--- config.mk ---
export PLATFORM = sky130hd
export DESIGN_NAME = mux_scan_reg_flat
export DESIGN_NICKNAME = d
export VERILOG_FILES = /design/src/rtl/mux_scan_reg_if.sv /design/src/rtl/mux_scan_reg.sv /design/src/flat_wrapper.sv
export SDC_FILE = /design/constraint.sdc
export NUM_CORES = 1
export LEC_CHECK = 0
export ABC_AREA = 1
export CAP_MARGIN = 10
export CORE_ASPECT_RATIO = 0.9
export CORE_MARGIN = 2
export CORE_UTILIZATION = 38
export DETAILED_ROUTE_END_ITERATION = 16
export GPL_ROUTABILITY_DRIVEN = 0
export PLACE_DENSITY = 0.7
export SYNTH_ARGS = -nofsm -noshare
export SYNTH_HDL_FRONTEND = slang
export SYNTH_SLANG_ARGS = --single-unit
--- constraint.sdc ---
create_clock -name clk -period 2.1 [get_ports clk]
set_input_delay 0.42 -clock clk [delete_from_list [all_inputs] [get_ports clk]]
set_output_delay 0.42 -clock clk [all_outputs]
set_load 0.02 [all_outputs]
--- src/rtl/mux_scan_reg_if.sv ---
// Channel bus for mux_scan_reg: packed channel inputs and controls in,
// registered channel-tagged data out.
interface mux_scan_reg_if #(
    parameter int W    = 8,
    parameter int N    = 8,
    parameter int SELW = 3
);
    logic [N*W-1:0]  inp_bus;
    logic [SELW-1:0] sel;
    logic            mode;
    logic            hold;
    logic [W-1:0]    w_out;
    logic [SELW-1:0] ch_out;
    logic            out_valid;

    modport master (
        output inp_bus, sel, mode, hold,
        input  w_out, ch_out, out_valid
    );

    modport slave (
        input  inp_bus, sel, mode, hold,
        output w_out, ch_out, out_valid
    );
endinterface

--- src/rtl/mux_scan_reg.sv ---
// Registered N-channel W-bit multiplexer with manual select and an auto-scan
// mode that dwells DWELL clocks on each channel.
module mux_scan_reg #(
    parameter int W     = 8,
    parameter int N     = 8,
    parameter int SELW  = 3,
    parameter int DWELL = 4
) (
    input logic          clk,
    input logic          rst,
    mux_scan_reg_if.slave bus
);
    localparam int DCW = (DWELL > 1) ? $clog2(DWELL) : 1;
    localparam int CH  = 1 << SELW;
    localparam logic [SELW-1:0] LAST_CH = SELW'(N - 1);
    localparam logic [DCW-1:0]  LAST_DC = DCW'(DWELL - 1);
    localparam logic [SELW:0]   N_LIM   = (SELW + 1)'(N);

    typedef enum logic [1:0] {
        IDLE,
        MANUAL,
        SCAN
    } state_t;

    state_t          state, state_n;
    logic [SELW-1:0] cur, cur_n;
    logic [DCW-1:0]  dc, dc_n;
    logic [W-1:0]    w_q, w_n;
    logic [SELW-1:0] ch_q, ch_n;
    logic            v_q, v_n;

    // Padded to a full 2^SELW entries so every select value indexes in range.
    logic [W-1:0] chan [CH];

    for (genvar i = 0; i < CH; i++) begin : g_chan
        if (i < N) begin : g_live
            assign chan[i] = bus.inp_bus[i*W +: W];
        end else begin : g_pad
            assign chan[i] = '0;
        end
    end

    logic            sel_ok;
    logic [W-1:0]    man_w;
    logic [SELW-1:0] man_ch;

    assign sel_ok = ({1'b0, bus.sel} < N_LIM);
    assign man_w  = sel_ok ? chan[bus.sel] : w_q;
    assign man_ch = sel_ok ? bus.sel : ch_q;

    always_ff @(posedge clk or posedge rst) begin
        if (rst) begin
            state <= IDLE;
            cur   <= '0;
            dc    <= '0;
            w_q   <= '0;
            ch_q  <= '0;
            v_q   <= 1'b0;
        end else begin
            state <= state_n;
            cur   <= cur_n;
            dc    <= dc_n;
            w_q   <= w_n;
            ch_q  <= ch_n;
            v_q   <= v_n;
        end
    end

    always_comb begin
        state_n = state;
        cur_n   = cur;
        dc_n    = dc;
        w_n     = w_q;
        ch_n    = ch_q;
        v_n     = v_q;
        case (state)
            IDLE: begin
                state_n = bus.mode ? SCAN : MANUAL;
                v_n     = 1'b0;
            end
            MANUAL: begin
                w_n  = man_w;
                ch_n = man_ch;
                v_n  = sel_ok;
                if (bus.mode) begin
                    state_n = SCAN;
                    cur_n   = '0;
                    dc_n    = '0;
                end
            end
            SCAN: begin
                if (!bus.mode) begin
                    // Leaving scan: this edge already shows the manual selection.
                    w_n     = man_w;
                    ch_n    = man_ch;
                    v_n     = sel_ok;
                    state_n = MANUAL;
                    cur_n   = '0;
                    dc_n    = '0;
                end else begin
                    w_n  = chan[cur];
                    ch_n = cur;
                    v_n  = 1'b1;
                    if (!bus.hold) begin
                        if (dc == LAST_DC) begin
                            dc_n  = '0;
                            cur_n = (cur == LAST_CH) ? '0 : cur + 1'b1;
                        end else begin
                            dc_n = dc + 1'b1;
                        end
                    end
                end
            end
            default: state_n = IDLE;
        endcase
    end

    assign bus.w_out     = w_q;
    assign bus.ch_out    = ch_q;
    assign bus.out_valid = v_q;
endmodule

--- src/flat_wrapper.sv ---
// flat-port wrapper written by rule: the top's interface ports become plain ports
module mux_scan_reg_flat 
#(
    parameter int W     = 8,
    parameter int N     = 8,
    parameter int SELW  = 3,
    parameter int DWELL = 4
)
  (clk, rst, bus_inp_bus, bus_sel, bus_mode, bus_hold, bus_w_out, bus_ch_out, bus_out_valid);
  mux_scan_reg_if #(.W(W), .N(N), .SELW(SELW)) bus_i ();
  input logic clk;
  input logic rst;
  input wire logic [$bits(bus_i.inp_bus)-1:0] bus_inp_bus;
  input wire logic [$bits(bus_i.sel)-1:0] bus_sel;
  input wire logic [$bits(bus_i.mode)-1:0] bus_mode;
  input wire logic [$bits(bus_i.hold)-1:0] bus_hold;
  output wire logic [$bits(bus_i.w_out)-1:0] bus_w_out;
  output wire logic [$bits(bus_i.ch_out)-1:0] bus_ch_out;
  output wire logic [$bits(bus_i.out_valid)-1:0] bus_out_valid;
  assign bus_i.inp_bus = bus_inp_bus;
  assign bus_i.sel = bus_sel;
  assign bus_i.mode = bus_mode;
  assign bus_i.hold = bus_hold;
  assign bus_w_out = bus_i.w_out;
  assign bus_ch_out = bus_i.ch_out;
  assign bus_out_valid = bus_i.out_valid;
  mux_scan_reg #(.W(W), .N(N), .SELW(SELW), .DWELL(DWELL)) u_core (.clk(clk), .rst(rst), .bus(bus_i));
endmodule
# Word level (Yosys, flattened, before mapping)
# Cells that the tools add are included.
[classes]
n_addsub = 2
magnitude_cmp = 2
eq_ne = 8
muxes = 26
n_bitwise = 2
reduce_logical = 7
[ops]
columns = ["operator", "n"]
rows = [
  ["8-bit binary-select mux with 3-bit select", 2],
  ["8-bit two-way mux", 5],
  ["3-bit two-way mux", 6],
  ["8-bit case mux with 2 select lines", 1],
  ["2-bit two-way mux", 7],
  ["3-bit case mux with 2 select lines", 2],
  ["4-bit greater-or-equal comparator (second input constant)", 2],
  ["3-bit inverter with 4-bit output", 2],
  ["2-bit case mux with 3 select lines", 1],
  ["2-bit == test (second input constant)", 2],
  ["2-bit != test (second input constant)", 2],
  ["2-bit case mux with 2 select lines", 1],
  ["4-bit AND reduction", 1],
  ["2-bit nonzero test", 2],
  ["3-bit by 1-bit adder with 3-bit output (second input constant)", 1],
  ["3-bit == test (second input constant)", 1],
  ["3-bit by 2-bit != test with 1-bit output (second input constant)", 1],
  ["3-bit != test (second input constant)", 1],
  ["3-bit AND reduction", 1],
  ["2-bit by 1-bit adder with 2-bit output (second input constant)", 1],
  ["2-bit by 1-bit == test with 1-bit output (second input constant)", 1],
  ["2-bit logical NOT", 1],
  ["1-bit case mux with 2 select lines", 1],
  ["2-bit AND reduction", 1],
  ["2-bit OR reduction", 1],
]
[totals]
ff_bits = 19
output_inout_bits = 12

# Depth between registers and ports, before layout
# Gate-level depths: netlist (run 1).
[logic_depth]
word_depth = 6
mapped_depth = 9
mapped_depth_nobuf = 8

# Worst setup path before layout (run 1)
# Ideal clock, no wire load.
[synth_path]
kind = "reg2reg"
start = "reg u_core.state[0]"
end = "reg u_core.w_q[5], in the netlist u_core.bus.w_out[5]"
arrival_ps = 1383
setup_slack_ps = 593
stages_incl_launch_ff = 7
n_path_buf = 2
cell_sequence = "dfrtp_1 inv_1 ha_1 buf_2 clkbuf_1 nor2_1 o21bai_2"
[synth_via]
elab_chain_len = 2
word_cells_on_any_way = 4
[synth_lines]
columns = ["element", "line", "rtl"]
rows = [
  ["start, declared", "mux_scan_reg.sv:25", "state_t state, state_n;"],
  ["start signal, assigned", "mux_scan_reg.sv:60", "state <= state_n;"],
  ["2-bit == test / 2-bit by 1-bit == test with 1-bit output (equally long branches)", "mux_scan_reg.sv:76", "case (state)"],
  ["8-bit case mux with 2 select lines / 2-bit nonzero test (equally long branches)", "--", ""],
  ["end signal, assigned", "mux_scan_reg.sv:63", "w_q <= w_n;"],
  ["end, declared", "mux_scan_reg.sv:28", "logic [W-1:0] w_q, w_n;"],
]
# Several ways; a longest one is shown, not always the timed one.
# A chain may end at the register's enable or synchronous reset.

# Final worst setup path (run 1)
[layout_path]
start = "reg u_core.w_q[3], in the netlist u_core.bus.w_out[3]"
end = "out bus_w_out[3]"
[layout_rtl]
columns = ["element", "line", "rtl"]
rows = [
  ["end, declared", "flat_wrapper.sv:17", "output wire logic [$bits(bus_i.w_out)-1:0] bus_w_out;"],
]
# No word-level cell between the ends.

==> flow_summary.json, run 1 <==
{
  "status": "finished clean",
  "finalCritPeriodShare_pct": 80.5,
  "arrival_ps": 1270,
  "cts_tree": "yes",
  "start_util_pct": 39.0,
  "diodes": 0,
  "core_sq_um": 6050,
  "die_y_um": 78.8,
  "ant_nets": 0,
  "max_freq_mhz": 592,
  "peakVddDrop_mv": 0.649,
  "regToRegStartpoint": "u_core.state[0]",
  "numCtsBuffers": 3,
  "crit_required_ps": 1680,
  "setup_tns_ps": 0,
  "drt_iter0_drc": 226,
  "antenna_found_initial": 0,
  "end_kind": "output pin",
  "crit_buf_inv": 1,
  "vias": 2832,
  "layout-drive-gt1-share_pct": 7.19,
  "ys_async_sr_fraction_pct": 100,
  "grt_usage_pct": 22.1,
  "relSlewSlack_pct": 67.9,
  "vias_per_cell": 5.07,
  "grt_max_degree": 34,
  "synth_edf_count": 0,
  "placementRows": 27,
  "cts_buffer_depth": 2,
  "synth.cell_area_sq_um": 2360,
  "yosys.area.top_type": "nand2_1",
  "critPathLaunchType": "flip-flop",
  "crit_fanout": 2,
  "drcViolationCount": 0,
  "avgSynthCellArea_sq_um": 5.70,
  "leakagePower_nw": 1.64,
  "ys.warnings.count": 0,
  "drtPass1Iterations": 6,
  "fin_crit_ps": 1690,
  "synth_area_leaders": "nand2_1, dfrtp_1, nand3_1, inv_1, o21bai_2",
  "cts.sinks": 19,
  "htreeDepth": 1,
  "grt_pass1_vias": 2694,
  "rr_worst_depth": 8,
  "nNetsFinal": 566,
  "clk_pin_slew_ps": 80,
  "cpPeakStageDelay_ps": 620,
  "synth_cells": 414,
  "ys_top_cells_by_count": "nand2_1, nand3_1, inv_1",
  "slew_violations": 0,
  "die_x_um": 87.1,
  "cp_cell_sequence": "clkdlybuf4s50_1",
  "crit_path_top_delay_cell": "clkdlybuf4s50_1",
  "synth_top_area_share_pct": 33.2,
  "max-cap-violations": 0,
  "path_delay_family": "buffers and inverters",
  "insertion_delay_ps": 260,
  "cts_setup_buffers": 0,
  "dieArea_sq_um": 6860,
  "ctsHoldBuffers": 0,
  "yosys_most_used_dff": "dfrtp_1",
  "ys_seq_area_share_pct": 20.1,
  "io_pins": 83,
  "synth_cell_types": 24,
  "n_fill_cell": 613,
  "finalHoldViolations": 0,
  "ys_ff_latch": 19,
  "synthToLayoutAreaGrowth_pct": 36.1,
  "crit_type": "reg2out",
  "cts_resized": 0,
  "synth_most_common_cell": "nand2_1",
  "tightest_slew_ps": 481,
  "grt_overflow_total": 0,
  "grt_first_pass_wirelength_um": 12400,
  "wl_per_cell_um": 13.1,
  "root_buffer": "clkbuf_8",
  "rsz0062_at_grt": "no",
  "r2r_setup_slack_ps": 420,
  "power_density_nw_per_um2": 988,
  "r2r-end": "u_core.bus.w_out[7]",
  "clock_skew_ps": 5.56,
  "routed_wl_um": 7340,
  "setup-violations-final": 0,
  "holdCritPathClass": "in2async",
  "numPortBuffers": 82,
  "dp_hpwl_um": 5440,
  "p_total_mw": 3.17,
  "syn_nets": 492
}
==> sequential cells by signal (all words and copies together) (netlist names) <==
name / cells
u_core.bus.w_out: 8
u_core.bus.ch_out: 3
u_core.cur: 3
u_core.dc: 2
u_core.state: 2
u_core.bus.out_valid: 1
==> layout make-up <==
class                      instances  area, sq um  area share [%]
inverter                          36          143            4.44
timing repair buffer              91          888            27.7
multi-input combinational        337         1570            48.9
tap                               72         90.1            2.80
sequential                        19          475            14.8
clock buffer                       3         41.3            1.29
clock inverter                     1         5.00           0.156
==> worst max path at each step <==
stage	from	cells past startpoint	slack (ps)	endpoint
5_1_grt	u_core.state[0]	8	280	u_core.bus.w_out[1]
4_1_cts	u_core.bus.w_out[4]	1	400	bus_w_out[4]
6_report	u_core.bus.w_out[3]	1	410	bus_w_out[3]
3_5_place_dp	bus_mode	7	220	u_core.bus.w_out[6]
3_3_place_gp	bus_mode	7	250	u_core.bus.w_out[6]
2_1_floorplan	u_core.state[0]	6	590	u_core.bus.w_out[5]
==> report_power, final <==
group          switching [mW]  internal (mW)  total (mW)
logic                    1.27          0.944        2.22
clock network           0.130          0.132       0.262
registers               0.145          0.548       0.693
total                    1.55           1.62        3.17
==> routing by layer <==
layer	wire length, um	vias to the layer above	global-route usage [%]
met5	0	-	0
met4	17	0	2.66
met3	590	3	4.26
met2	3370	122	36.4
met1	3360	1259	30.8
li1	-	1448	-
==> worst register-to-register path, cell delays in order (launching register included) <==
cell and delay [ps]:
dfrtp_1 410, inv_1 110, ha_1 260, nand2_4 170, inv_4 90, nor2_4 250
nand3_1 120, nand3_1 110, o21bai_2 60
==> placed cells by master (no fill, tap or decap) <==
| cell | count |
|---|---|
| nand2_1 | 209 |
| clkdlybuf4s50_1 | 82 |
| nand3_1 | 76 |
| inv_1 | 30 |
| dfrtp_1 | 19 |
| nor2_1 | 11 |
| buf_4 | 9 |
| o21ai_0 | 8 |
| o21bai_2 | 8 |
| ha_1 | 7 |
| a21oi_1 | 5 |
| nor2_4 | 4 |
| inv_2 | 3 |
| inv_4 | 3 |
| clkbuf_8 | 3 |
| o22ai_1 | 2 |
| nand2_4 | 1 |
| nor2_2 | 1 |
| nor3_4 | 1 |
| nor3_1 | 1 |
| a21oi_2 | 1 |
| o21a_1 | 1 |
| o31ai_1 | 1 |
| clkinv_2 | 1 |
==> metrics by stage <==
| stage | util (%) | cell area, sq um | hold slack, ps | cells | worst slack, ps |
|---|---|---|---|---|---|
| 6_report | 53.1 | 3210 | 467 | 559 | 410 |
| 5_1_grt | 53.1 | 3210 | 482 | 559 | 279 |
| 4_1_cts | 53.1 | 3210 | 476 | 559 | 404 |
| 3_5_place_dp | 52.3 | 3170 | 471 | 555 | 225 |
| 3_3_place_gp | 52.3 | 3170 | 466 | 555 | 253 |
| 2_1_floorplan | - | 2360 | 371 | 414 | 593 |
==> logic make-up (layout without fill, tap and decap cells) <==
kind of cell,count (synthesis),after routing,share of synthesized area (%)
compound gates,26,26,8.11
fa+ha+maj,7,7,3.71
buf+inv,58,131,13.4
flops,19,19,20.1
simple gates,304,304,54.7
Power figures use the tool's default switching activity.
==> run 2, diff against run 1 <==
PLACE_DENSITY = 0.73   (was 0.7)
clock period = 1.35 ns   (was 2.1 ns; I/O delays follow)
==> run 2 against run 1 <==
Effect of this change: the flow now finishes with violations (setup timing); utilization rose by 5.2 points; register-to-register slack got worse by 520 ps; sequential power rose by 53%; critical endpoint is now u_core.bus.w_out[4]; largest power group unchanged.
==> flow_summary.json, run 2 (same netlist as run 1, synthesis figures left out) <==
{
  "ant_nets": 0,
  "vias": 3036,
  "grt_usage_pct": 22.5,
  "grt_max_degree": 34,
  "drt_iter0_drc": 239,
  "arrival_ps": 1600,
  "final_util_pct": 58.3,
  "cts_buffer_depth": 2,
  "power_density_nw_per_um2": 1600,
  "drtPass1Iterations": 5,
  "rsz0062_at_grt": "yes",
  "start_util_pct": 39.0,
  "holdCritPathClass": "in2async",
  "slew_violations": 0,
  "cts.sinks": 19,
  "crit_required_ps": 1500,
  "grt_first_pass_wirelength_um": 12600,
  "status": "complete, but fails checks",
  "cts_tree": "yes",
  "max_freq_mhz": 688,
  "regToRegStartpoint": "u_core.state[0]",
  "crit_type": "reg2reg",
  "placementRows": 27,
  "routed_wl_um": 8070,
  "p_total_mw": 5.64,
  "relSlewSlack_pct": 74.8,
  "antenna_found_initial": 0,
  "nNetsFinal": 587,
  "max-cap-violations": 0,
  "tightest_slew_ps": 377,
  "rr_worst_depth": 8,
  "insertion_delay_ps": 260,
  "die_x_um": 87.1,
  "r2r_setup_slack_ps": -100,
  "fin_area_sq_um": 3530,
  "core_sq_um": 6050,
  "root_buffer": "clkbuf_8",
  "drcViolationCount": 0,
  "setup-violations-final": 11,
  "largest_register_ffs": 8,
  "dp_hpwl_um": 5640,
  "leakagePower_nw": 1.82,
  "mostFrequentLayoutCells": "nand2_1, nand3_1, clkdlybuf4s50_1",
  "grt_pass1_vias": 2780,
  "io_pins": 83,
  "grt_overflow_total": 0,
  "layout-drive-gt1-share_pct": 15.0,
  "worst_slack_ps": -103,
  "dieArea_sq_um": 6860,
  "numPortBuffers": 82,
  "finalHoldViolations": 0,
  "peakVddDrop_mv": 0.999,
  "ctsHoldBuffers": 0,
  "r2r-end": "u_core.bus.w_out[4]",
  "vias_per_cell": 5.23,
  "fin_cells": 580,
  "die_y_um": 78.8,
  "synthToLayoutAreaGrowth_pct": 49.5,
  "dpl_cell_area_sq_um": 3300,
  "end_kind": "flip-flop",
  "critPathLaunchType": "flip-flop",
  "diodes": 0,
  "clk_pin_slew_ps": 80,
  "violations": "setup timing",
  "clock_skew_ps": 2.00,
  "fin_crit_ps": 1450,
  "mostFrequentLayoutCell": "nand2_1",
  "place_inst": 570,
  "crit_fanout": 8,
  "htreeDepth": 1,
  "wl_per_cell_um": 13.9,
  "numCtsBuffers": 3,
  "finalCritPeriodShare_pct": 108
}
-- run 2: cell count changes in the layout (fill, tap and decap cells not counted), moves of 4 or more --
cell | previous run | this run
nand2_1 | 209 | 205
buf_6 | 0 | 6
o21ai_1 | 0 | 5
o21ai_0 | 8 | 2
nand3_1 | 76 | 69
nand3_2 | 0 | 6
buf_4 | 9 | 20
clkdlybuf4s50_1 | 82 | 68
dlygate4sd2_1 | 0 | 13
-- run 2: worst max-delay path, stage by stage (launching register included) --
cell      delay [ps]
dfrtp_1          390
inv_2             80
ha_4             170
nand2_8           90
buf_12           150
nor2_4           200
nand2_1          110
nand2_1           80
o21bai_2          70
-- run 2: how the worst max path moves through the flow --
stage	to	cells past startpoint	slack, ps	start
floorplan	u_core.bus.w_out[1]	8	-10	u_core.state[0]
finish	u_core.bus.w_out[4]	8	-100	u_core.state[0]
detailed placement	u_core.bus.w_out[6]	7	-350	bus_mode
global route	u_core.cur[1]	7	-190	u_core.state[1]
CTS	u_core.dc[0]	7	-80	u_core.state[0]
global placement	u_core.bus.w_out[6]	7	-320	bus_mode
-- run 2: final cells by class --
| class | count | area (sq um) |
|---|---|---|
| repair buffers | 110 | 1060 |
| fillers | 583 | 2520 |
| well taps | 72 | 90.1 |
| inverters | 36 | 153 |
| flip-flops and latches | 19 | 477 |
| repair inverters | 1 | 6.26 |
| multi-input cells | 338 | 1690 |
| clock buffers | 4 | 45.0 |
-- run 2: per-stage QoR --
stage | hold slack, ps | setup TNS [ps] | setup slack (ps)
2_1_floorplan | 221 | -30.0 | -14.6
6_report | 324 | -765 | -103
3_3_place_gp | 469 | -4340 | -321
3_5_place_dp | 475 | -4720 | -346
5_1_grt | 362 | -1730 | -189
4_1_cts | 330 | -668 | -83.7
-- run 2: where the power goes --
group	internal, mW	switching (mW)
clock	0.211	0.206
sequential	0.855	0.202
combinational	1.85	2.31
-- run 2: repair_timing --
action / 4_1_cts / 5_1_grt
endpoints found under the hold margin: 0 / 0
gates resized for setup: 34 / 22
gates cloned: 1 / 1
pin swaps: 9 / 9
buffers inserted: 1 / 3
setup endpoints to repair: 26 / 18
-- run 2: layer usage --
metal | wire (um) | part of all wire [%] | track usage (%)
met1 | 3440 | 43 | 30.1
met2 | 3880 | 48 | 38.7
met3 | 652 | 8.1 | 3.01
met4 | 91 | 1.1 | 4.22
met5 | 0 | 0 | 0
==> run 3, diff against run 2 <==
CELL_PAD_IN_SITES_DETAIL_PLACEMENT = 1   (was default)
CELL_PAD_IN_SITES_GLOBAL_PLACEMENT = 1   (was default)
CORE_UTILIZATION = 27   (was 38)
PLACE_DENSITY = 0.78   (was 0.73)
==> run 3 against run 2 <==
Effect of this change: the flow still finishes with violations (setup timing); clock skew is 2.2 ps higher; global-route usage is 1.5 points lower; worst setup slack worse by 33 ps; largest cell class unchanged.
==> flow_summary.json, run 3 (same netlist as run 1, synthesis figures left out) <==
{
  "end_kind": "flip-flop",
  "layout-drive-gt1-share_pct": 20.5,
  "nNetsFinal": 596,
  "start_util_pct": 27.7,
  "violations": "setup timing",
  "placementRows": 32,
  "leakagePower_nw": 1.91,
  "arrival_ps": 1690,
  "mostFrequentLayoutCell": "nand2_1",
  "dieArea_sq_um": 9500,
  "htreeDepth": 1,
  "largest_register_ffs": 8,
  "drcViolationCount": 0,
  "status": "complete, but fails checks",
  "die_y_um": 92.7,
  "drtPass1Iterations": 4,
  "root_buffer": "clkbuf_8",
  "max_freq_mhz": 673,
  "io_pins": 83,
  "core_sq_um": 8530,
  "clock_skew_ps": 4.19,
  "crit_type": "reg2reg",
  "routed_wl_um": 10200,
  "preCtsSetupSlack_ps": -429,
  "finalHoldViolations": 0,
  "place_inst": 622,
  "hold_ws_ps": 328,
  "setup_tns_ps": -731,
  "grt_max_degree": 34,
  "holdCritPathClass": "in2async",
  "numPortBuffers": 82,
  "final_util_pct": 44.9,
  "vias": 3046,
  "netSwitchingPower_mw": 3.03,
  "clkPwrFrac_pct": 7.1,
  "crit_fanout": 6,
  "finalCritPeriodShare_pct": 110,
  "ctsHoldBuffers": 0,
  "max-cap-violations": 0,
  "power_density_nw_per_um2": 1600,
  "p_comb_share_pct": 74.8,
  "fin_area_sq_um": 3820,
  "relSlewSlack_pct": 74.3,
  "setup-violations-final": 16,
  "fin_cells": 636,
  "n_fill_cell": 1110,
  "critPathLaunchType": "flip-flop",
  "p_int_mw": 3.08,
  "clk_pin_slew_ps": 80,
  "fin_crit_ps": 1490,
  "numCtsBuffers": 3,
  "worst_slack_ps": -136,
  "tightest_slew_ps": 385,
  "dp_hpwl_um": 7240,
  "grt_first_pass_wirelength_um": 15900,
  "insertion_delay_ps": 280,
  "swShare_pct": 49.6,
  "synthToLayoutAreaGrowth_pct": 62.1,
  "p_total_mw": 6.11,
  "cts_buffer_depth": 2,
  "antenna_found_initial": 0,
  "wl_per_cell_um": 16.0,
  "grt_overflow_total": 0,
  "drt_iter0_drc": 111,
  "peakVddDrop_mv": 0.546,
  "diodes": 0,
  "crit_required_ps": 1550,
  "slew_violations": 0,
  "grt_pass1_vias": 3245,
  "mostFrequentLayoutCells": "nand2_1, clkdlybuf4s50_1, nand3_1",
  "cts_tree": "yes",
  "cts.sinks": 19,
  "die_x_um": 103,
  "power_frac_seq_pct": 18.1,
  "rsz0062_at_grt": "yes",
  "ant_nets": 0,
  "grt_usage_pct": 21.0,
  "vias_per_cell": 4.79,
  "dpl_cell_area_sq_um": 3400
}
-- run 3: changes by cell type in the layout (fill, tap and decap cells not counted), moves of 2 or more --
cell,change
nand3_1,-6
nand3_2,+3
nand2_2,+9
nand3_4,+3
nand2_1,-11
buf_6,+4
nand2_4,+2
buf_4,+4
-- run 3: critical path: stages (launching register included) --
cell     delay (ps)
dfrtp_2         450
ha_4            200
nand2_8         100
buf_6           110
nor2_2           40
nor3_4          260
nand3_1         140
o21ai_1         100
-- run 3: path summary, 6_finish.rpt --
kind	start	endpoint	slack, ps	depth (start not counted)
max in group asynchronous	rst	u_core.cur[0]	790	3
max	u_core.state[1]	u_core.cur[1]	-140	7
max reg2reg	u_core.state[1]	u_core.cur[1]	-140	7
min	rst	u_core.state[1]	330	3
min reg2reg	u_core.bus.ch_out[0]	u_core.bus.ch_out[0]	480	2
min in group clk	u_core.bus.ch_out[0]	u_core.bus.ch_out[0]	480	2
-- run 3: metal layers --
metal	GRT usage, %	part of all wire (%)	wire length, um	vias up
met5	0	0	0	-
li1	-	-	-	1511
met2	36.2	47	4810	85
met1	27.5	45	4610	1437
met3	3.32	5.7	583	13
met4	4.33	1.5	155	0
-- run 3: layout make-up --
type	count	area, sq um	area share (%)
Timing Repair inverter	1	8.76	0.229
Clock buffer	4	45.0	1.18
Sequential cell	19	478	12.5
Timing Repair Buffer	119	1160	30.3
Tap cell	119	149	3.89
Inverter	36	174	4.55
Multi-Input combinational cell	338	1810	47.3
-- run 3: power by group through the flow --
stage | clock network [mW] | registers, mW | logic (mW)
floorplan | 0 | 1.23 | 2.39
CTS | 0.430 | 1.09 | 4.31
global placement | 0 | 1.09 | 3.83
detailed placement | 0 | 1.09 | 3.96
finish | 0.435 | 1.11 | 4.57
global route | 0.464 | 1.13 | 5.01
-- run 3: timing repair --
action / CTS / global route
endpoints found under the setup margin: 30 / 19
endpoints found under the hold margin: 0 / 0
pin swaps: 22 / 13
gates resized for setup: 65 / 23
gates cloned: 1 / 1
setup buffers: 4 / 4
